**config.mk**
```make
export PLATFORM = sky130hd
export DESIGN_NAME = rf_write_arbiter
export DESIGN_NICKNAME = d
export VERILOG_FILES = /design/src/rtl/rf_write_arbiter_pkg.sv /design/src/rtl/rf_write_arbiter_prio_arb.sv /design/src/rtl/rf_write_arbiter.sv
export SDC_FILE = /design/constraint.sdc
export NUM_CORES = 1
export LEC_CHECK = 0
export ABC_AREA = 1
export CAP_MARGIN = 20
export CORE_MARGIN = 2
export CORE_UTILIZATION = 60
export DETAILED_ROUTE_END_ITERATION = 16
export DONT_BUFFER_PORTS = 1
export PLACE_DENSITY = 0.75
export REMOVE_ABC_BUFFERS = 1
export SLEW_MARGIN = 20
export SYNTH_ARGS = -nofsm -noshare
export SYNTH_HDL_FRONTEND = slang
export SYNTH_SLANG_ARGS = --single-unit
```
**constraint.sdc**
```tcl
create_clock -name clk_i -period 2.5 [get_ports clk_i]
set_input_delay 0.25 -clock clk_i [delete_from_list [all_inputs] [get_ports clk_i]]
set_output_delay 0.25 -clock clk_i [all_outputs]
set_load 0.01 [all_outputs]
```
**src/rtl/rf_write_arbiter_pkg.sv**
```systemverilog
// Shared types and constants for the register-file write arbiter and, later,
// the decode/hazard logic that reasons about the same grant encoding.
package rf_write_arbiter_pkg;

  localparam int RF_ADDR_W = 4;
  localparam int RF_DATA_W = 32;
  localparam int STREAK_W  = 4;

  localparam logic [RF_ADDR_W-1:0] PC_REG_ADDR = 4'hF;

  typedef enum logic [1:0] {
    GNT_NONE = 2'd0,
    GNT_ALU  = 2'd1,
    GNT_MEM  = 2'd2
  } gnt_e;

  typedef struct packed {
    logic [RF_ADDR_W-1:0] addr;
    logic [RF_DATA_W-1:0] data;
  } wr_req_t;

endpackage

```
**src/rtl/rf_write_arbiter_prio_arb.sv**
```systemverilog
// Combinational grant picker: MEM wins conflicts until it has won MAX_STREAK
// times in a row against a waiting ALU, then ALU is forced through once.
module rfwa_prio_arb
  import rf_write_arbiter_pkg::*;
#(
  parameter int MAX_STREAK = 4
) (
  input  logic                i_alu_valid,
  input  logic                i_mem_valid,
  input  logic [STREAK_W-1:0] i_streak,
  output gnt_e                o_gnt
);

  localparam logic [STREAK_W-1:0] MaxS = STREAK_W'(MAX_STREAK);

  always_comb begin
    o_gnt = GNT_NONE;
    if (i_alu_valid && i_mem_valid)
      o_gnt = (i_streak >= MaxS) ? GNT_ALU : GNT_MEM;
    else if (i_alu_valid)
      o_gnt = GNT_ALU;
    else if (i_mem_valid)
      o_gnt = GNT_MEM;
  end

endmodule

```
**src/rtl/rf_write_arbiter.sv**
```systemverilog
// Arbitrates the single RF write port between ALU and load writeback; r15
// writes become a PC redirect. Optional conflict counter: RFWA_STATS_EN.
module rf_write_arbiter
  import rf_write_arbiter_pkg::*;
#(
  parameter int MAX_STREAK = 4,   // legal 1..15
  parameter int CNT_W      = 16
) (
  input  logic                 clk_i,
  input  logic                 reset_i,
  input  logic                 stall_i,
  input  logic                 alu_valid_i,
  input  logic [RF_ADDR_W-1:0] alu_addr_i,
  input  logic [RF_DATA_W-1:0] alu_data_i,
  output logic                 alu_ready_o,
  input  logic                 mem_valid_i,
  input  logic [RF_ADDR_W-1:0] mem_addr_i,
  input  logic [RF_DATA_W-1:0] mem_data_i,
  output logic                 mem_ready_o,
  output logic                 wr_en_o,
  output logic [RF_ADDR_W-1:0] wr_addr_o,
  output logic [RF_DATA_W-1:0] wr_data_o,
  output logic                 pc_wr_en_o,
  output logic [RF_DATA_W-1:0] pc_data_o
`ifdef RFWA_STATS_EN
  ,
  output logic [CNT_W-1:0]     conflict_cnt_o
`endif
);

  localparam logic [STREAK_W-1:0] MaxS = STREAK_W'(MAX_STREAK);

  gnt_e                 w_arb_gnt;
  gnt_e                 w_gnt;
  wr_req_t              w_win;
  logic                 w_acc;
  logic                 w_to_pc;
  logic [STREAK_W-1:0]  r_streak;
  logic                 r_wr_en;
  logic [RF_ADDR_W-1:0] r_wr_addr;
  logic [RF_DATA_W-1:0] r_wr_data;
  logic                 r_pc_wr_en;
  logic [RF_DATA_W-1:0] r_pc_data;

  rfwa_prio_arb #(.MAX_STREAK(MAX_STREAK)) u_arb (
    .i_alu_valid (alu_valid_i),
    .i_mem_valid (mem_valid_i),
    .i_streak    (r_streak),
    .o_gnt       (w_arb_gnt)
  );

  always_comb begin
    w_gnt   = (reset_i || stall_i) ? GNT_NONE : w_arb_gnt;
    w_acc   = (w_gnt != GNT_NONE);
    w_win   = (w_gnt == GNT_ALU) ? wr_req_t'{alu_addr_i, alu_data_i}
                                 : wr_req_t'{mem_addr_i, mem_data_i};
    w_to_pc = (w_win.addr == PC_REG_ADDR);
  end

  assign alu_ready_o = (w_gnt == GNT_ALU);
  assign mem_ready_o = (w_gnt == GNT_MEM);

  always_ff @(posedge clk_i) begin
    if (reset_i) begin
      r_wr_en    <= 1'b0;
      r_wr_addr  <= '0;
      r_wr_data  <= '0;
      r_pc_wr_en <= 1'b0;
      r_pc_data  <= '0;
      r_streak   <= '0;
    end else begin
      r_wr_en    <= w_acc && !w_to_pc;
      r_pc_wr_en <= w_acc && w_to_pc;
      if (w_acc && !w_to_pc) begin
        r_wr_addr <= w_win.addr;
        r_wr_data <= w_win.data;
      end
      if (w_acc && w_to_pc)
        r_pc_data <= w_win.data;
      // Streak only counts MEM wins that actually made the ALU wait.
      if (!stall_i) begin
        if (!alu_valid_i || w_gnt == GNT_ALU)
          r_streak <= '0;
        else if (w_gnt == GNT_MEM && r_streak < MaxS)
          r_streak <= r_streak + 1'b1;
      end
    end
  end

  assign wr_en_o    = r_wr_en;
  assign wr_addr_o  = r_wr_addr;
  assign wr_data_o  = r_wr_data;
  assign pc_wr_en_o = r_pc_wr_en;
  assign pc_data_o  = r_pc_data;

`ifdef RFWA_STATS_EN
  logic [CNT_W-1:0] r_conflict_cnt;

  always_ff @(posedge clk_i) begin
    if (reset_i)
      r_conflict_cnt <= '0;
    else if (!stall_i && alu_valid_i && mem_valid_i && r_conflict_cnt != '1)
      r_conflict_cnt <= r_conflict_cnt + 1'b1;
  end

  assign conflict_cnt_o = r_conflict_cnt;
`endif

  // Upstream must hold a refused request unchanged until it is accepted.
  a_alu_hold: assert property (@(posedge clk_i) disable iff (reset_i)
    (alu_valid_i && !alu_ready_o) |=> (alu_valid_i && $stable(alu_addr_i) && $stable(alu_data_i)));
  a_mem_hold: assert property (@(posedge clk_i) disable iff (reset_i)
    (mem_valid_i && !mem_ready_o) |=> (mem_valid_i && $stable(mem_addr_i) && $stable(mem_data_i)));

endmodule

```
==> flow_metrics.env <==
export IMPL_status="finished, final reports clean"
export IMPL_cts_root_buf="clkbuf_8"
export IMPL_required_ns=2.75
export IMPL_drtIter0Drc=152
export IMPL_cts_max_level=3
export IMPL_critPathBufInv=2
export IMPL_core_mm2=0.00631
export IMPL_synth_common_cells="nand2_1 (119), inv_1 (78), dfxtp_1 (74), nand3_1 (71), nor2_1 (70)"
export IMPL_finalNonFillerCells=641
export IMPL_critical_path_top_delay_family="simple AND/OR/NAND/NOR gates"
export IMPL_via_per_inst=5.25
export IMPL_io_pins=149
export IMPL_grt_start_max_net_pins=100
export IMPL_pwr_density_cell_mw_per_mm2=647
export IMPL_worstPathMaxFanout=36
export IMPL_worst_ep_arrival_time_ns=2.49
export IMPL_tns_ns=0
export IMPL_slew_violations=0
export IMPL_finalHoldViolCount=0
export IMPL_synth_seq_cells=74
export IMPL_yosysMostFrequentCell="nand2_1"
export IMPL_post_cts_buffers=0
export IMPL_slew_headroom_pct=52.6
export IMPL_post_route_min_period_ns=2.25
export IMPL_max_cap_violations=0
export IMPL_yosysUniqueCellTypes=25
export IMPL_dp_hpwl_um=5650
export IMPL_setup_viol=0
export IMPL_synth_top_area_cell="dfxtp_1"
export IMPL_area_growth_pct=5.80
export IMPL_min_period_over_period_pct=89.8
export IMPL_dr_pass1_iters=5
export IMPL_clkSinkCount=74
export IMPL_fp_dieH_um=84.5
export IMPL_endpoint_kind="register"
export IMPL_fin_util_pct=65.1
export IMPL_netlist_instances=576
export IMPL_swShare_pct=26.4
export IMPL_row_count=29
export IMPL_routed_wirelength_um=8650
export IMPL_wl_per_cell_um=13.5
export IMPL_syn_area_per_cell_um2=6.74
export IMPL_worstPathCellList="nor2_1, nand2_2, nand2_4, buf_4, nand2_1, nand2_1, nor2_1, nand2_2, buf_4, nand3_1, nand2_1, nor2_1"
export IMPL_fin_nets=637
export IMPL_hold_ws_ns=0.0248
export IMPL_p_int_mw=1.96
export IMPL_worst_pin_slew_ns=0.711
export IMPL_synth_top_area_share_pct=38.1
export IMPL_antenna_found_initial=0
export IMPL_dp_cells=625
export IMPL_grt_pass1_vias=2992
export IMPL_start_util_pct=61.5
export IMPL_ys_flop_type="dfxtp_1"
export IMPL_gp_congestion=0.852
export IMPL_drc=0
export IMPL_yosys_area_share_simple_pct=35.6
export IMPL_post_route_cells_drive_above_1_share_pct=17.6
export IMPL_synthArstFlopShare_pct=0
export IMPL_synth_area_leaders="dfxtp_1 (38%), nand2_1 (11%), nand3_1 (9.1%)"
export IMPL_multi_input_area_mm2=0.00190
export IMPL_crit_path_start_kind="register"
export IMPL_holdBufCountCts=0
export IMPL_ir_drop_mv=0.439
export IMPL_switching_power_mw=0.701
export IMPL_synthXorXnorAreaFrac_pct=0.225
export IMPL_cts_tree="yes"
export IMPL_grt_usage_pct=23.9
export IMPL_n_antenna_cell=0
export IMPL_synthAdderAreaFrac_pct=0.322
export IMPL_yosysWarningCount=0
export IMPL_rsz0062_at_grt="yes"
export IMPL_clkLatencyLatePin_ns=0.35
export IMPL_synth_top_family_by_area="simple AND/OR/NAND/NOR gates"
export IMPL_synth_compound_area_share_pct=12.8
export IMPL_synth_enable_flop_cells=0
export IMPL_port_buffer_count=0
export IMPL_die_w_um=84.5
export IMPL_fillerInstances=582
export IMPL_fmax_ghz=0.445
export IMPL_hp_class="primary input to register"
export IMPL_cts_made_buffers=9
export IMPL_worst_clock_skew_ns=0.0107
export IMPL_critPathSlowestCell="buf_4"
export IMPL_comb_power_share_pct=10.9
export IMPL_clock_path_buffers=2
export IMPL_seq_area_mm2=0.00148
export IMPL_syn_area_mm2=0.00388
export IMPL_overflow=0
export IMPL_clkPwrFrac_pct=40.3
export IMPL_vias=3366
export IMPL_crit_type="register to register"
export IMPL_cpPeakStageDelay_ns=0.40
export IMPL_ys_seq_area_share_pct=38.1
export IMPL_p_total_mw=2.66
export IMPL_power_leakage_nw=1.83
export IMPL_clk_pin_slew_ns=0.08
export IMPL_synth_mux_area_share_pct=0
export IMPL_dieArea_mm2=0.00713
export IMPL_ant_nets=0
export IMPL_seq_power_share_pct=48.8
export IMPL_grt_pass1_wl_um=13800
[final cells by class]
cell class | count | area share (%)
inverters | 81 | 7.52
flip-flops and latches | 74 | 36.0
clock buffers | 12 | 3.77
well taps | 77 | 2.34
multi-input cells | 384 | 46.3
clock inverters | 4 | 1.80
repair buffers | 9 | 2.25
[layout by cell type (no fill, tap or decap), drive strengths merged]
cell type,synthesis,final
buf,25,9
clkbuf,12,12
clkinv,0,2
inv,81,81
nand3b,3,3
nand3,72,72
nand2,123,123
or2,33,33
nor2,74,74
ha,1,1
a21oi,39,39
o21ai,38,38
bufinv,0,2
dfxtp,74,74
xor2,1,1
[stage by stage]
step | setup WS [ns] | area, µm²
5_1_grt | -0.0178 | 4110
4_1_cts | 0.168 | 4110
2_1_floorplan | -0.696 | 3690
3_5_place_dp | 0.197 | 3880
6_report | 0.254 | 4110
3_3_place_gp | 0.334 | 3880
[worst reg2reg max path: cells and delay by family, from the launching register on]
| kind | cells | cell delay [ns] |
|---|---|---|
| buf+inv | 2 | 0.69 |
| flops | 1 | 0.32 |
| simple gates | 10 | 1.13 |
[path summary, 6_finish.rpt]
check,startpoint,endpoint,slack (ns),depth (start not counted)
setup / recovery,r_streak[3]$_SDFFE_PP0P_,wr_data_o[26]$_SDFFE_PP0P_,0.25,12
hold / removal,stall_i,r_streak[3]$_SDFFE_PP0P_,0.02,2
setup reg to reg,r_streak[3]$_SDFFE_PP0P_,wr_data_o[26]$_SDFFE_PP0P_,0.25,12
hold reg to reg,r_streak[3]$_SDFFE_PP0P_,r_streak[3]$_SDFFE_PP0P_,0.47,2
[logic make-up (layout without fill, tap and decap cells)]
group / after synthesis / count (layout)
AO/OA/AOI/OAI: 77 / 77
XOR/XNOR: 1 / 1
adder cells (fa/ha/maj): 1 / 1
buffers and inverters: 118 / 106
flip-flops: 74 / 74
AND/OR/NAND/NOR: 305 / 305
[layer usage]
layer / share of wire (%) / vias to the layer above / global-route usage (%) / routed length [µm]
met5: 0 / - / 0 / 0
met4: 1.3 / 0 / 8.51 / 116
met3: 10 / 10 / 9.05 / 862
met2: 46 / 117 / 38.6 / 3940
met1: 43 / 1494 / 29.3 / 3730
li1: - / 1745 / - / -
[power by group through the flow]
stage | logic, mW | clock network, mW | registers [mW]
finish | 0.290 | 1.07 | 1.30
detailed placement | 0.290 | 0 | 1.33
global placement | 0.281 | 0 | 1.32
CTS | 0.292 | 1.08 | 1.30
floorplan | 0.232 | 0 | 1.31
global route | 0.332 | 1.13 | 1.30
[state kept, by name, indices dropped and copies added (netlist names)]
signal      flops
pc_wr_en_o      1
wr_addr_o       4
r_streak        4
pc_data_o      32
wr_data_o      32
wr_en_o         1
[timing repair]
item                                   4_1_cts  5_1_grt
resized for setup                            0        2
endpoints found under the hold margin        0        0
setup endpoints to repair                    0       15
Note: power is estimated with default switching activity, not from simulation.
